===== src/rtl/fetch_stage_if.sv =====
// Fetch-stage bus: unified-memory read port, hazard/redirect/interrupt inputs
// and the registered IF/ID bundle handed to decode.
interface fetch_stage_if;
  logic [7:0] imem_addr;
  logic [7:0] imem_data;
  logic       stall;
  logic       redirect_en;
  logic [7:0] redirect_pc;
  logic       int_sig;
  logic       if_valid;
  logic [7:0] if_instr;
  logic [7:0] if_imm;
  logic [7:0] if_pc_next;
  logic       if_int;
  logic [7:0] pc;

  modport master (
    output imem_addr, if_valid, if_instr, if_imm, if_pc_next, if_int, pc,
    input  imem_data, stall, redirect_en, redirect_pc, int_sig
  );

  modport slave (
    input  imem_addr, if_valid, if_instr, if_imm, if_pc_next, if_int, pc,
    output imem_data, stall, redirect_en, redirect_pc, int_sig
  );
endinterface


===== src/rtl/fetch_stage.sv =====
// Instruction-fetch stage of the 8-bit pipelined CPU: owns the PC, loads the
// reset/interrupt vectors and assembles 1/2-byte instructions into IF/ID.
module fetch_stage #(
  parameter logic [3:0] TWO_BYTE_OP  = 4'hC,
  parameter logic [7:0] RST_VEC_ADDR = 8'h00,
  parameter logic [7:0] INT_VEC_ADDR = 8'h01,
  parameter logic [7:0] INT_BUBBLE   = 8'h00
) (
  input  logic          clk,
  input  logic          rstn,
  fetch_stage_if.master bus
);

  typedef enum logic [1:0] {S_VEC, S_OP, S_IMM} state_t;

  state_t     state;
  logic       vec_sel;
  logic       int_pending;
  logic       int_sig_d;
  logic [7:0] pc_q;
  logic [7:0] hold;
  logic       valid_q;
  logic       int_q;
  logic [7:0] instr_q;
  logic [7:0] imm_q;
  logic [7:0] pc_next_q;
  logic       int_edge;
  logic [7:0] pc_inc;

  assign int_edge = bus.int_sig & ~int_sig_d;
  assign pc_inc   = pc_q + 8'd1;

  assign bus.imem_addr  = (state == S_VEC) ? (vec_sel ? INT_VEC_ADDR : RST_VEC_ADDR) : pc_q;
  assign bus.if_valid   = valid_q;
  assign bus.if_instr   = instr_q;
  assign bus.if_imm     = imm_q;
  assign bus.if_pc_next = pc_next_q;
  assign bus.if_int     = int_q;
  assign bus.pc         = pc_q;

  always_ff @(posedge clk) begin
    if (!rstn) begin
      state       <= S_VEC;
      vec_sel     <= 1'b0;
      int_pending <= 1'b0;
      int_sig_d   <= 1'b0;
      pc_q        <= '0;
      hold        <= '0;
      valid_q     <= 1'b0;
      int_q       <= 1'b0;
      instr_q     <= '0;
      imm_q       <= '0;
      pc_next_q   <= '0;
    end else begin
      int_sig_d <= bus.int_sig;
      if (int_edge) int_pending <= 1'b1;

      unique case (state)
        S_VEC: begin
          valid_q <= 1'b0;
          state   <= S_OP;
          // A redirect only aborts the ISR vector load; the interrupt is re-armed.
          if (bus.redirect_en && vec_sel) begin
            pc_q        <= bus.redirect_pc;
            int_pending <= 1'b1;
          end else begin
            pc_q <= bus.imem_data;
          end
        end

        S_OP: begin
          if (bus.redirect_en) begin
            pc_q    <= bus.redirect_pc;
            valid_q <= 1'b0;
          end else if (!bus.stall) begin
            if (int_pending) begin
              valid_q     <= 1'b1;
              int_q       <= 1'b1;
              instr_q     <= INT_BUBBLE;
              imm_q       <= '0;
              pc_next_q   <= pc_q;
              int_pending <= int_edge;
              vec_sel     <= 1'b1;
              state       <= S_VEC;
            end else if (bus.imem_data[7:4] == TWO_BYTE_OP) begin
              hold    <= bus.imem_data;
              pc_q    <= pc_inc;
              valid_q <= 1'b0;
              state   <= S_IMM;
            end else begin
              instr_q   <= bus.imem_data;
              imm_q     <= '0;
              pc_next_q <= pc_inc;
              valid_q   <= 1'b1;
              int_q     <= 1'b0;
              pc_q      <= pc_inc;
            end
          end
        end

        S_IMM: begin
          if (bus.redirect_en) begin
            pc_q    <= bus.redirect_pc;
            valid_q <= 1'b0;
            state   <= S_OP;
          end else if (!bus.stall) begin
            instr_q   <= hold;
            imm_q     <= bus.imem_data;
            pc_next_q <= pc_inc;
            valid_q   <= 1'b1;
            int_q     <= 1'b0;
            pc_q      <= pc_inc;
            state     <= S_OP;
          end
        end

        default: state <= S_VEC;
      endcase
    end
  end

endmodule


===== src/flat_wrapper.sv =====
// flat-port wrapper written by rule: the top's interface ports become plain ports
module fetch_stage_flat 
#(
  parameter logic [3:0] TWO_BYTE_OP  = 4'hC,
  parameter logic [7:0] RST_VEC_ADDR = 8'h00,
  parameter logic [7:0] INT_VEC_ADDR = 8'h01,
  parameter logic [7:0] INT_BUBBLE   = 8'h00
)
  (clk, rstn, bus_imem_addr, bus_if_valid, bus_if_instr, bus_if_imm, bus_if_pc_next, bus_if_int, bus_pc, bus_imem_data, bus_stall, bus_redirect_en, bus_redirect_pc, bus_int_sig);
  fetch_stage_if bus_i ();
  input  logic clk;
  input  logic rstn;
  output wire logic [$bits(bus_i.imem_addr)-1:0] bus_imem_addr;
  output wire logic [$bits(bus_i.if_valid)-1:0] bus_if_valid;
  output wire logic [$bits(bus_i.if_instr)-1:0] bus_if_instr;
  output wire logic [$bits(bus_i.if_imm)-1:0] bus_if_imm;
  output wire logic [$bits(bus_i.if_pc_next)-1:0] bus_if_pc_next;
  output wire logic [$bits(bus_i.if_int)-1:0] bus_if_int;
  output wire logic [$bits(bus_i.pc)-1:0] bus_pc;
  input wire logic [$bits(bus_i.imem_data)-1:0] bus_imem_data;
  input wire logic [$bits(bus_i.stall)-1:0] bus_stall;
  input wire logic [$bits(bus_i.redirect_en)-1:0] bus_redirect_en;
  input wire logic [$bits(bus_i.redirect_pc)-1:0] bus_redirect_pc;
  input wire logic [$bits(bus_i.int_sig)-1:0] bus_int_sig;
  assign bus_imem_addr = bus_i.imem_addr;
  assign bus_if_valid = bus_i.if_valid;
  assign bus_if_instr = bus_i.if_instr;
  assign bus_if_imm = bus_i.if_imm;
  assign bus_if_pc_next = bus_i.if_pc_next;
  assign bus_if_int = bus_i.if_int;
  assign bus_pc = bus_i.pc;
  assign bus_i.imem_data = bus_imem_data;
  assign bus_i.stall = bus_stall;
  assign bus_i.redirect_en = bus_redirect_en;
  assign bus_i.redirect_pc = bus_redirect_pc;
  assign bus_i.int_sig = bus_int_sig;
  fetch_stage #(.TWO_BYTE_OP(TWO_BYTE_OP), .RST_VEC_ADDR(RST_VEC_ADDR), .INT_VEC_ADDR(INT_VEC_ADDR), .INT_BUBBLE(INT_BUBBLE)) u_core (.clk(clk), .rstn(rstn), .bus(bus_i));
endmodule

===== config.mk =====
export PLATFORM = sky130hd
export DESIGN_NAME = fetch_stage_flat
export DESIGN_NICKNAME = d
export VERILOG_FILES = /design/src/rtl/fetch_stage_if.sv /design/src/rtl/fetch_stage.sv /design/src/flat_wrapper.sv
export SDC_FILE = /design/constraint.sdc
export NUM_CORES = 1
export LEC_CHECK = 0
export ABC_CLOCK_PERIOD_IN_PS = 1950
export CAP_MARGIN = 20
export CORE_MARGIN = 2
export CORE_UTILIZATION = 34
export CTS_CLUSTER_DIAMETER = 150
export DETAILED_ROUTE_END_ITERATION = 7
export PLACE_DENSITY = 0.57
export SYNTH_ARGS = -nofsm -noshare
export SYNTH_HDL_FRONTEND = slang
export SYNTH_SLANG_ARGS = --single-unit

===== constraint.sdc =====
create_clock -name clk -period 1.95 [get_ports clk]
set_input_delay 0.2925 -clock clk [delete_from_list [all_inputs] [get_ports clk]]
set_output_delay 0.2925 -clock clk [all_outputs]
set_load 0.02 [all_outputs]

==> results by group, run 1 <==
Clock tree
  • Max clock buf depth: 2
  • Clock latency on the worst-skew pair: 0.31 ns
  • Reg clk slew, reported paths: about 0.1 ns
  • Clock Sinks: 47
  • Clk root buf: clkbuf_8
  • Num CTS Buffers: 5
  • Post-CTS Setup Bufs: 0
  • TritonCTS clock tree: done
  • Depth of the CTS H-tree: 2

Drt
  • Vias/cell: 5.36
  • Via Count: 2518
  • DRT Pass-1 Iters: 4
  • DRC Markers: 0
  • ANT nets after route: 0
  • Routed wire length: 8110 um
  • First DRT Iteration DRCs: ~100
  • DR WL/cell: 17.3 um

Timing
  • Max_slew headroom: 65.5%
  • Fmax: 531 MHz
  • Worst slew pin tran: 0.517 ns
  • Clk_skew: 0.00474 ns
  • Max Slew Vio Count: 0
  • # setup viols final: 0
  • RSZ-0062 raised after global routing: false
  • Final worst path period share: 96.7%
  • Min Tclk post-route: 1.88 ns
  • Hold violation total from the final report: 0
  • Hold WS: 0.456 ns

Logic synthesis
  • Yosys reg bits: 47
  • Most frequent cells after synthesis: dfxtp_1, a21oi_1, nor3_1
  • Async S/R FF share, synth: 0%
  • Post-synth cell types: 63
  • Yosys warnings: 0
  • Seq/Total Area, Yosys: 36.7%
  • Post-Syn Instances: 294
  • Main synth FF type: dfxtp_1
  • Dominant cell type by area after synthesis: dfxtp_1
  • Avg Cell Area, Syn: 8.72 um2
  • Yosys top cell area share: between 30% and 40%
  • Synthesized cell area: approximately 0.0026 mm2
  • Count leader, synth: dfxtp_1
  • Post-synth EDFFs: 0
  • Mapped Nets: 320
  • Top cells by area, synth: dfxtp_1, a21oi_1, a211oi_2

Critical path
  • Crit. End Element: output port
  • Crit path launch type: register
  • FF-to-FF Start: u_core.state[1]$_SDFFE_PN0P_
  • Crit-path max FO: 3
  • WP data required: 1.66 ns
  • CP Launch Point: u_core.state[1]$_SDFFE_PN0P_
  • Critical path data arrival time: 1.59 ns
  • Setup CP Type: register to output port

Die
  • Top-level I/O count: 63
  • Die footprint: 0.00825 mm2
  • Core area: ~0.0073 mm2
  • Row cnt: 31
  • Die boundary width: ~90 um
  • Initial Util: 35.1%
  • Die Ht: around 91 um

GRT
  • Initial antenna violation count: 0
  • First-pass GRT wire length: 13600 um
  • Vias in the first global route: about 2600
  • All-layer global routing usage: 20.4%
  • Largest net degree at the start of global routing: 28
  • Grt total ovfl: 0

Pwr
  • Power Total: approximately 0.0032 W
  • VDD IR max: 0.000521 V
  • Leakage: roughly 1.4 nW
  • Pwr per Cell Area: approximately 900 mW/mm2

Worst hold path
  • HP Start: u_core.hold[7]$_SDFFE_PN0P_
  • Hold crit path type: register to register

Cells and area
  • Core Util, Final: 49.1%
  • Post-route cell area: 0.00358 mm2
  • Layout Nets: 396
  • Share of cells above drive strength 1: just under 20%
  • Layout Cells excl Fill: 470
  • Area Growth Syn to Fin: 39.8%
  • Antenna cells: 0

Placement
  • Cell Area, Placed: 0.00350 mm2
  • GP Congestion: between 0.8 and 0.9
  • Hpwl dp: 5910 um
  • Placed cell count: 462
  • Port Buffer Count: 62

Job
  • Max cap viols: 0

Outcome
  • Status: completed
## area by class of cell
type                            instances  area, um2
Sequential cell                        47        941
Clock buffer                            5       68.8
Clock inverter                          3       18.8
Inverter                                8       30.0
Multi-Input combinational cell        210       1450
Tap cell                               99        124
Timing Repair Buffer                   98        956
Fill cell                             734       3710
## critical path, stage by stage (launching register included)
cell and delay [ns]:
dfxtp_1 0.33, inv_1 0.08, ha_2 0.21, mux2_2 0.33, dlygate4sd2_1 0.33
## layer usage
metal / wire, um / GRT usage, % / part of all wire, %
met1: 3940 / 28.4 / 49
met2: 3640 / 31.6 / 45
met3: 412 / 4.01 / 5.1
met4: 121 / 6.57 / 1.5
met5: 0 / 0 / 0
## flip-flops by register name, summed over array words and instances, names as in the netlist
signal / count
u_core.int_pending: 1
u_core.hold: 8
u_core.vec_sel: 1
u_core.bus.if_valid: 1
u_core.state: 2
u_core.bus.if_imm: 8
u_core.bus.pc: 8
u_core.int_sig_d: 1
u_core.bus.if_instr: 8
u_core.bus.if_pc_next: 8
u_core.bus.if_int: 1
## cells by family after synthesis
logic type / Yosys count / synth area share (%)
flip-flops: 47 / 36.7
adder cells (fa/ha/maj): 5 / 2.44
XOR/XNOR: 7 / 2.39
AO/OA/AOI/OAI: 92 / 26.4
buffers and inverters: 37 / 7.23
AND/OR/NAND/NOR: 100 / 22.5
multiplexers: 6 / 2.39
## metrics by stage
step                      TNS [ns]  setup slack, ns
final                            0           0.0651
after CTS                        0           0.0310
after global routing             0          0.00256
after global placement      -0.566           -0.278
after detailed placement    -0.536           -0.246
after floorplan                  0            0.146
## what timing repair did
action | 4_1_cts | 5_1_grt
gates resized for setup | 8 | 2
setup endpoints to repair | 8 | 12
hold buffers | 0 | 0
## path summary, 6_finish.rpt
check                                  endpoint  cells after the start  slack (ns)
setup / recovery               bus_imem_addr[0]                      4        0.07
hold / removal      u_core.hold[7]$_SDFFE_PN0P_                      2        0.46
setup reg to reg  u_core.bus.pc[4]$_SDFFE_PN0P_                      7        0.12
hold reg to reg     u_core.hold[7]$_SDFFE_PN0P_                      2        0.46
## where the power goes
part           internal, W  switching (W)  total [W]  leakage [nW]
Clock             0.000254       0.000366   0.000620        0.0483
Sequential         0.00109       0.000128    0.00122         0.385
Combinational     0.000665       0.000715    0.00138         0.921
## layout by cell type, fill, tap and decap left out, types with 2 or more instances in the layout
cell,count
nor3_1,19
o22ai_1,5
buf_4,30
a211oi_2,9
xnor2_1,4
xor2_1,3
o21ai_0,8
and3_1,4
ha_1,4
o32ai_1,2
o21ai_2,2
a221oi_1,2
o211ai_1,8
buf_12,6
clkdlybuf4s50_1,54
or3_1,2
a311oi_1,2
a211oi_1,6
clkbuf_8,5
dlygate4sd2_1,8
dfxtp_1,47
nor3b_1,8
mux2i_1,5
nor2b_1,9
inv_1,8
o221a_2,4
clkinv_2,2
and4_1,2
a21oi_1,31
nor2_1,14
nand2_1,9
nand3_1,16
Note: power is estimated with default switching activity, not from simulation.
==> run 2, diff against run 1 <==
- ABC_AREA: default -> 1
- PLACE_DENSITY: 0.57 -> 0.56
==> run 2 against run 1 <==
Cell count is 23% higher. Flip-flop and latch count stayed put. Clock skew is 0.0012 ns higher. Wire length is 11% lower. Combinational power hardly changed. Largest cell class unchanged.
==> results by group, run 2 <==
Placement
  • Port Buffer Count: 62 (unchanged)
  • GP Congestion: 0.831 (-5.1%)
  • Hpwl dp: 5570 um (-5.8%)
  • Cell Area, Placed: 0.00342 mm2 (-2.1%)

Drt
  • Via Count: 2680 (+6.4%)
  • ANT nets after route: 0 (unchanged)
  • Routed wire length: 7250 um (-11%)
  • DR WL/cell: 12.5 um (-28%)
  • Vias/cell: 4.62 (-14%)
  • DRT Pass-1 Iters: 4 (unchanged)
  • First DRT Iteration DRCs: 115 (+11%)
  • DRC Markers: 0 (unchanged)

Logic synthesis
  • Top cells by area, synth: dfxtp_1, nor2_1, nand2_1
  • Synth Area in Adders: 2.38% (-0.057 points)
  • Seq/Total Area, Yosys: 35.9% (-0.86 points)
  • Main synth FF type: dfxtp_1
  • Mux cell area share after synthesis: 0% (-2.4 points)
  • Yosys reg bits: 47 (unchanged)
  • Post-Syn Instances: 405 (+38%)
  • Compound-Gate Fraction of Synth Area: 14.4% (-12 points)
  • Largest family of logic cells by synthesized area: simple AND/OR/NAND/NOR gates
  • Count leader, synth: nor2_1
  • Async S/R FF share, synth: 0% (unchanged)
  • Xor and xnor area share after synthesis: 0.668% (-1.7 points)
  • Yosys top cell area share: 35.9% (-0.86 points)
  • Post-synth EDFFs: 0 (unchanged)
  • Synthesized cell area: 0.00262 mm2 (+2.4%)
  • Simple-Gate Fraction of Synth Area: 36.5% (+14 points)
  • Avg Cell Area, Syn: 6.48 um2 (-26%)
  • Mapped Nets: 431 (+35%)
  • Post-synth cell types: 29 (-54%)
  • Dominant cell type by area after synthesis: dfxtp_1
  • Most frequent cells after synthesis: nor2_1, nand2_1, o21ai_0
  • Yosys warnings: 0 (unchanged)

Timing
  • RSZ-0062 raised after global routing: false
  • Max Slew Vio Count: 0 (unchanged)
  • Setup_tns: 0 ns (unchanged)
  • Worst slew pin tran: 0.394 ns (-0.123 ns)
  • Fmax: 537 MHz (+1.2%)
  • Min Tclk post-route: 1.86 ns (-0.0229 ns)
  • Clk_skew: 0.00596 ns (+0.00122 ns)
  • Hold violation total from the final report: 0 (unchanged)
  • Max_slew headroom: 73.7% (+8.2 points)
  • Final worst path period share: 95.5% (-1.2 points)
  • # setup viols final: 0 (unchanged)

Die
  • Top-level I/O count: 63 (unchanged)
  • Initial Util: 34.5% (-0.65 points)
  • Die footprint: 0.00844 mm2 (+2.3%)
  • Die Ht: 91.8 um (+1.1%)
  • Row cnt: 32 (+3.2%)
  • Core area: 0.00761 mm2 (+4.3%)
  • Die boundary width: 91.8 um (+1.1%)

Clock tree
  • Depth of the CTS H-tree: 2 (unchanged)
  • Clk root buf: clkbuf_8
  • Clock Sinks: 47 (unchanged)
  • Num CTS Buffers: 5 (unchanged)
  • Reg clk slew, reported paths: 0.09 ns (about the same)
  • Post-CTS Setup Bufs: 0 (unchanged)
  • Clock latency on the worst-skew pair: 0.30 ns (about the same)
  • TritonCTS clock tree: done
  • Max clock buf depth: 2 (unchanged)

GRT
  • First-pass GRT wire length: 12100 um (-11%)
  • Vias in the first global route: 2527 (-3.4%)
  • All-layer global routing usage: 17.8% (-2.6 points)
  • Largest net degree at the start of global routing: 38 (+36%)
  • Grt total ovfl: 0 (unchanged)
  • Initial antenna violation count: 0 (unchanged)

Cells and area
  • Layout Nets: 503 (+27%)
  • Share of cells above drive strength 1: 12.8% (-6.6 points)
  • Antenna cells: 0 (unchanged)
  • Commonest non-fill, non-tap cell in the layout: nor2_1
  • Area Growth Syn to Fin: 33.1%
  • Post-route cell area: 0.00349 mm2 (-2.5%)
  • Layout fillers: 808 (+10%)
  • Commonest cells after routing, fill and taps aside: nor2_1, nand2_1, clkdlybuf4s50_1

Critical path
  • Setup CP Type: register to output port
  • R2r setup slk: 0.17 ns (+0.05 ns)
  • CP Launch Point: u_core.state[0]$_SDFFE_PN0P_
  • R2R depth: 10 (+3)
  • Crit. End Element: output port
  • FF-to-FF Start: u_core.state[0]$_SDFFE_PN0P_
  • WP data required: 1.66 ns (about the same)
  • Critical path data arrival time: 1.57 ns (-0.02 ns)
  • FF-to-FF End: u_core.bus.if_imm[0]$_SDFFE_PN0P_
  • Crit path launch type: register
  • Crit-path max FO: 6 (+3)

Pwr
  • Internal power: 0.00197 W (-1.6%)
  • Leakage: 1.49 nW (+10%)
  • Clock Power Share: 19.9% (+0.6 points)
  • Pwr per Cell Area: 921 mW/mm2 (+2.6%)
  • Net switching power: 0.00124 W (+2.6%)
  • Sequential fraction of design power: 37.7% (about the same)
  • Combinational share of power: 42.4% (-0.5 points)
  • VDD IR max: 0.000361 V (-31%)
  • Net Sw Frac: 38.6% (+0.99 points)

Worst hold path
  • Worst Hold Endpoint: u_core.hold[4]$_SDFFE_PN0P_
  • Hold depth: 2 (unchanged)
  • HP Start: u_core.hold[4]$_SDFFE_PN0P_
  • Hold crit path type: register to register

Outcome
  • Status: completed

Job
  • Max cap viols: 0 (unchanged)
run 2: layout make-up:
cell class | count | area [um2] | share of cell area (%)
flip-flops and latches | 47 | 941 | 26.9
repair buffers | 83 | 759 | 21.7
clock buffers | 6 | 82.6 | 2.36
well taps | 102 | 128 | 3.65
inverters | 39 | 149 | 4.26
multi-input cells | 301 | 1420 | 40.6
clock inverters | 2 | 16.3 | 0.466
run 2: per-layer routing:
metal | share of wire [%] | global-route usage (%) | vias up
li1 | - | - | 1418
met3 | 6.0 | 3.12 | 8
met4 | 1.4 | 5.35 | 0
met2 | 42 | 27.3 | 74
met5 | 0 | 0 | -
met1 | 50 | 25.5 | 1180
run 2: cell families (layout without fill, tap and decap cells):
group,after synthesis,count (layout)
AND/OR/NAND/NOR,220,220
buffers and inverters,57,130
adder cells (fa/ha/maj),5,5
AO/OA/AOI/OAI,74,74
flip-flops,47,47
XOR/XNOR,2,2
run 2: worst max-delay path, cell delays in order (launching register included):
cell and delay [ns]:
dfxtp_1 0.34, inv_1 0.06, ha_1 0.29, o21ai_0 0.25, clkdlybuf4s15_1 0.34
run 2: worst max-delay path by stage:
stage | end | cells after the start
after CTS | bus_imem_addr[3] | 5
after global placement | u_core.state[0]$_SDFFE_PN0P_ | 7
after global routing | bus_imem_addr[0] | 4
after detailed placement | u_core.bus.if_imm[0]$_SDFFE_PN0P_ | 9
final | bus_imem_addr[0] | 4
after floorplan | bus_imem_addr[0] | 4
run 2: stage by stage:
step	setup WS, ns	power [W]	util [%]	instances	hold slack [ns]
after CTS	0.0396	0.00325	46.2	580	0.451
after detailed placement	0.0168	0.00262	45.0	572	0.437
final	0.0880	0.00321	45.9	580	0.449
after global placement	0.00799	0.00261	45.0	572	0.427
after global routing	0.00499	0.00345	45.9	580	0.463
after floorplan	0.348	0.00209	-	405	0.386
run 2: power by group through the flow:
stage,Combinational [W],Clock (W),Sequential [W]
2_1_floorplan,0.000706,0,0.00139
3_3_place_gp,0.00138,0,0.00123
3_5_place_dp,0.00139,0,0.00124
4_1_cts,0.00138,0.000661,0.00121
5_1_grt,0.00152,0.000694,0.00124
6_report,0.00136,0.000639,0.00121
run 2: timing repair:
item                                    CTS  global route
hold buffers                              0             0
pin swaps                                 0             0
cloned                                    0             0
endpoints found under the setup margin    8             7
resized for setup                         8            13
==> run 3, diff against run 2 <==
- CORE_UTILIZATION: 34 -> 48
- PLACE_DENSITY: 0.56 -> 0.76
==> run 3 against run 2 <==
Worst hold slack worse by 0.0038 ns. Sequential share of layout area is 0.35 points higher. First-iteration DRC count is 110% higher. Via count is 2.4% higher.
==> results by group, run 3 (synthesized netlist as in run 2, its figures left out) <==
Cells and area
  • Share of cells above drive strength 1: 13.2% (+0.39 points)
  • Commonest non-fill, non-tap cell in the layout: nor2_1
  • Commonest cells after routing, fill and taps aside: nor2_1, nand2_1, clkdlybuf4s50_1
  • Antenna cells: 0 (unchanged)
  • Post-route cell area: 0.00345 mm2 (-1.3%)
  • Layout Nets: 504 (+0.20%)
  • Area Growth Syn to Fin: 31.4%

Clock tree
  • Reg clk slew, reported paths: 0.09 ns (about the same)
  • Num CTS Buffers: 5 (unchanged)
  • CTS Hold Buffers Added: 0 (unchanged)
  • Clock Sinks: 47 (unchanged)
  • Max clock buf depth: 2 (unchanged)
  • Depth of the CTS H-tree: 2 (unchanged)
  • Post-CTS Setup Bufs: 0 (unchanged)
  • Clk root buf: clkbuf_8
  • TritonCTS clock tree: done
  • Clock latency on the worst-skew pair: 0.30 ns (about the same)

Critical path
  • CP cell instances: inv_1, ha_1, nor2_1, dlygate4sd2_1
  • Crit-path max FO: 6 (unchanged)
  • Crit path launch type: register
  • Top delay family on crit path: buffers and inverters
  • Buf+Inv Stages, Crit Path: 2 (unchanged)
  • Crit. End Element: output port
  • Critical path data arrival time: 1.53 ns (-0.04 ns)
  • Slowest cell on crit path: dlygate4sd2_1
  • WP data required: 1.66 ns (about the same)
  • Setup CP Type: register to output port
  • Critical Path Max Stage Delay: 0.35 ns (about the same)

GRT
  • First-pass GRT wire length: 12200 um (+0.74%)
  • Initial antenna violation count: 0 (unchanged)
  • Largest net degree at the start of global routing: 30 (-21%)
  • All-layer global routing usage: 24.9% (+7.1 points)
  • Grt total ovfl: 0 (unchanged)
  • Vias in the first global route: 2571 (+1.7%)

Timing
  • Final worst path period share: 93.3% (-2.2 points)
  • Max_slew headroom: 73.9% (+0.19 points)
  • Clk_skew: 0.00753 ns (+0.00158 ns)
  • Fmax: 550 MHz (+2.4%)
  • Setup_tns: 0 ns (unchanged)
  • Max Slew Vio Count: 0 (unchanged)
  • RSZ-0062 raised after global routing: false
  • # setup viols final: 0 (unchanged)
  • Min Tclk post-route: 1.82 ns (-0.0435 ns)
  • Worst slew pin tran: 0.391 ns (-0.00289 ns)
  • Hold violation total from the final report: 0 (unchanged)

Die
  • Die footprint: 0.00607 mm2 (-28%)
  • Core area: 0.00520 mm2 (-32%)
  • Top-level I/O count: 63 (unchanged)
  • Row cnt: 26 (-19%)
  • Initial Util: 50.4% (+16 points)
  • Die Ht: 77.9 um (-15%)
  • Die boundary width: 77.9 um (-15%)

Drt
  • First DRT Iteration DRCs: 240 (+110%)
  • Vias/cell: 5.00 (+8.2%)
  • DRC Markers: 0 (unchanged)
  • Via Count: 2745 (+2.4%)
  • DR WL/cell: 13.1 um (+4.7%)
  • ANT nets after route: 0 (unchanged)
  • DRT Pass-1 Iters: 5 (+1)
  • Routed wire length: 7190 um (-0.87%)

Placement
  • Hpwl dp: 5420 um (-2.6%)
  • Cell Area, Placed: 0.00338 mm2 (-1.3%)
  • GP Congestion: 0.890 (+7.1%)
  • Port Buffer Count: 62 (unchanged)

Job
  • Max cap viols: 0 (unchanged)

Worst hold path
  • Hold crit path type: register to register

Pwr
  • VDD IR max: 0.000484 V (+34%)
  • Pwr per Cell Area: 942 mW/mm2 (+2.4%)
  • Leakage: 1.50 nW (+0.17%)

Outcome
  • Status: completed
-- run 3: cell types whose count changed in the layout (fill, tap and decap cells not counted), sizes merged --
cell           before  now
buf                21   22
clkbuf             12   14
clkdlybuf4s15       1    0
clkinv              1    0
-- run 3: final timing paths --
path,startpoint,endpoint,slack (ns),cells past startpoint
max,u_core.state[0]$_SDFFE_PN0P_,bus_imem_addr[2],0.13,4
min,u_core.hold[4]$_SDFFE_PN0P_,u_core.hold[4]$_SDFFE_PN0P_,0.45,2
max reg2reg,u_core.state[1]$_SDFFE_PN0P_,u_core.bus.if_imm[3]$_SDFFE_PN0P_,0.24,10
min reg2reg,u_core.hold[4]$_SDFFE_PN0P_,u_core.hold[4]$_SDFFE_PN0P_,0.45,2
-- run 3: what timing repair did --
item	CTS	global route
endpoints found under the setup margin	8	7
gates resized for setup	8	15
hold endpoints to repair	0	0
-- run 3: cell type report --
type,instances,area [um2]
sequential,47,941
fill,495,1760
clock buffer,7,96.3
multi-input combinational,301,1420
timing repair buffer,84,749
tap,70,87.6
clock inverter,1,7.51
inverter,39,149
-- run 3: where the power goes --
group / total (W) / switching (W) / leakage, nW / internal (W)
combinational: 0.00137 / 0.000792 / 1.06 / 0.000575
sequential: 0.00122 / 0.000110 / 0.386 / 0.00111
clock: 0.000666 / 0.000343 / 0.0505 / 0.000323
total: 0.00325 / 0.00125 / 1.50 / 0.00200
-- run 3: per-stage QoR --
stage / setup slack, ns / hold slack (ns) / cells / power, W / util, %
5_1_grt: 0.0456 / 0.470 / 549 / 0.00345 / 66.2
3_3_place_gp: 0.0794 / 0.426 / 541 / 0.00259 / 64.9
3_5_place_dp: 0.0869 / 0.434 / 541 / 0.00261 / 64.9
2_1_floorplan: 0.348 / 0.386 / 405 / 0.00209 / -
4_1_cts: 0.0220 / 0.447 / 549 / 0.00325 / 66.7
6_report: 0.132 / 0.446 / 549 / 0.00325 / 66.2
-- run 3: worst register-to-register path: cells and delay by family (launching register included) --
kind	cells	cell delay, ns
buffers and inverters	2	0.41
and+or+nand+nor	7	0.60
adders and majority gates	1	0.29
DFF	1	0.32
-- run 3: routing by layer --
layer / wire (um) / global-route usage [%]
met2: 3150 / 39.7
met5: 0 / 0
met1: 3380 / 33.8
met4: 109 / 8.42
met3: 544 / 4.65
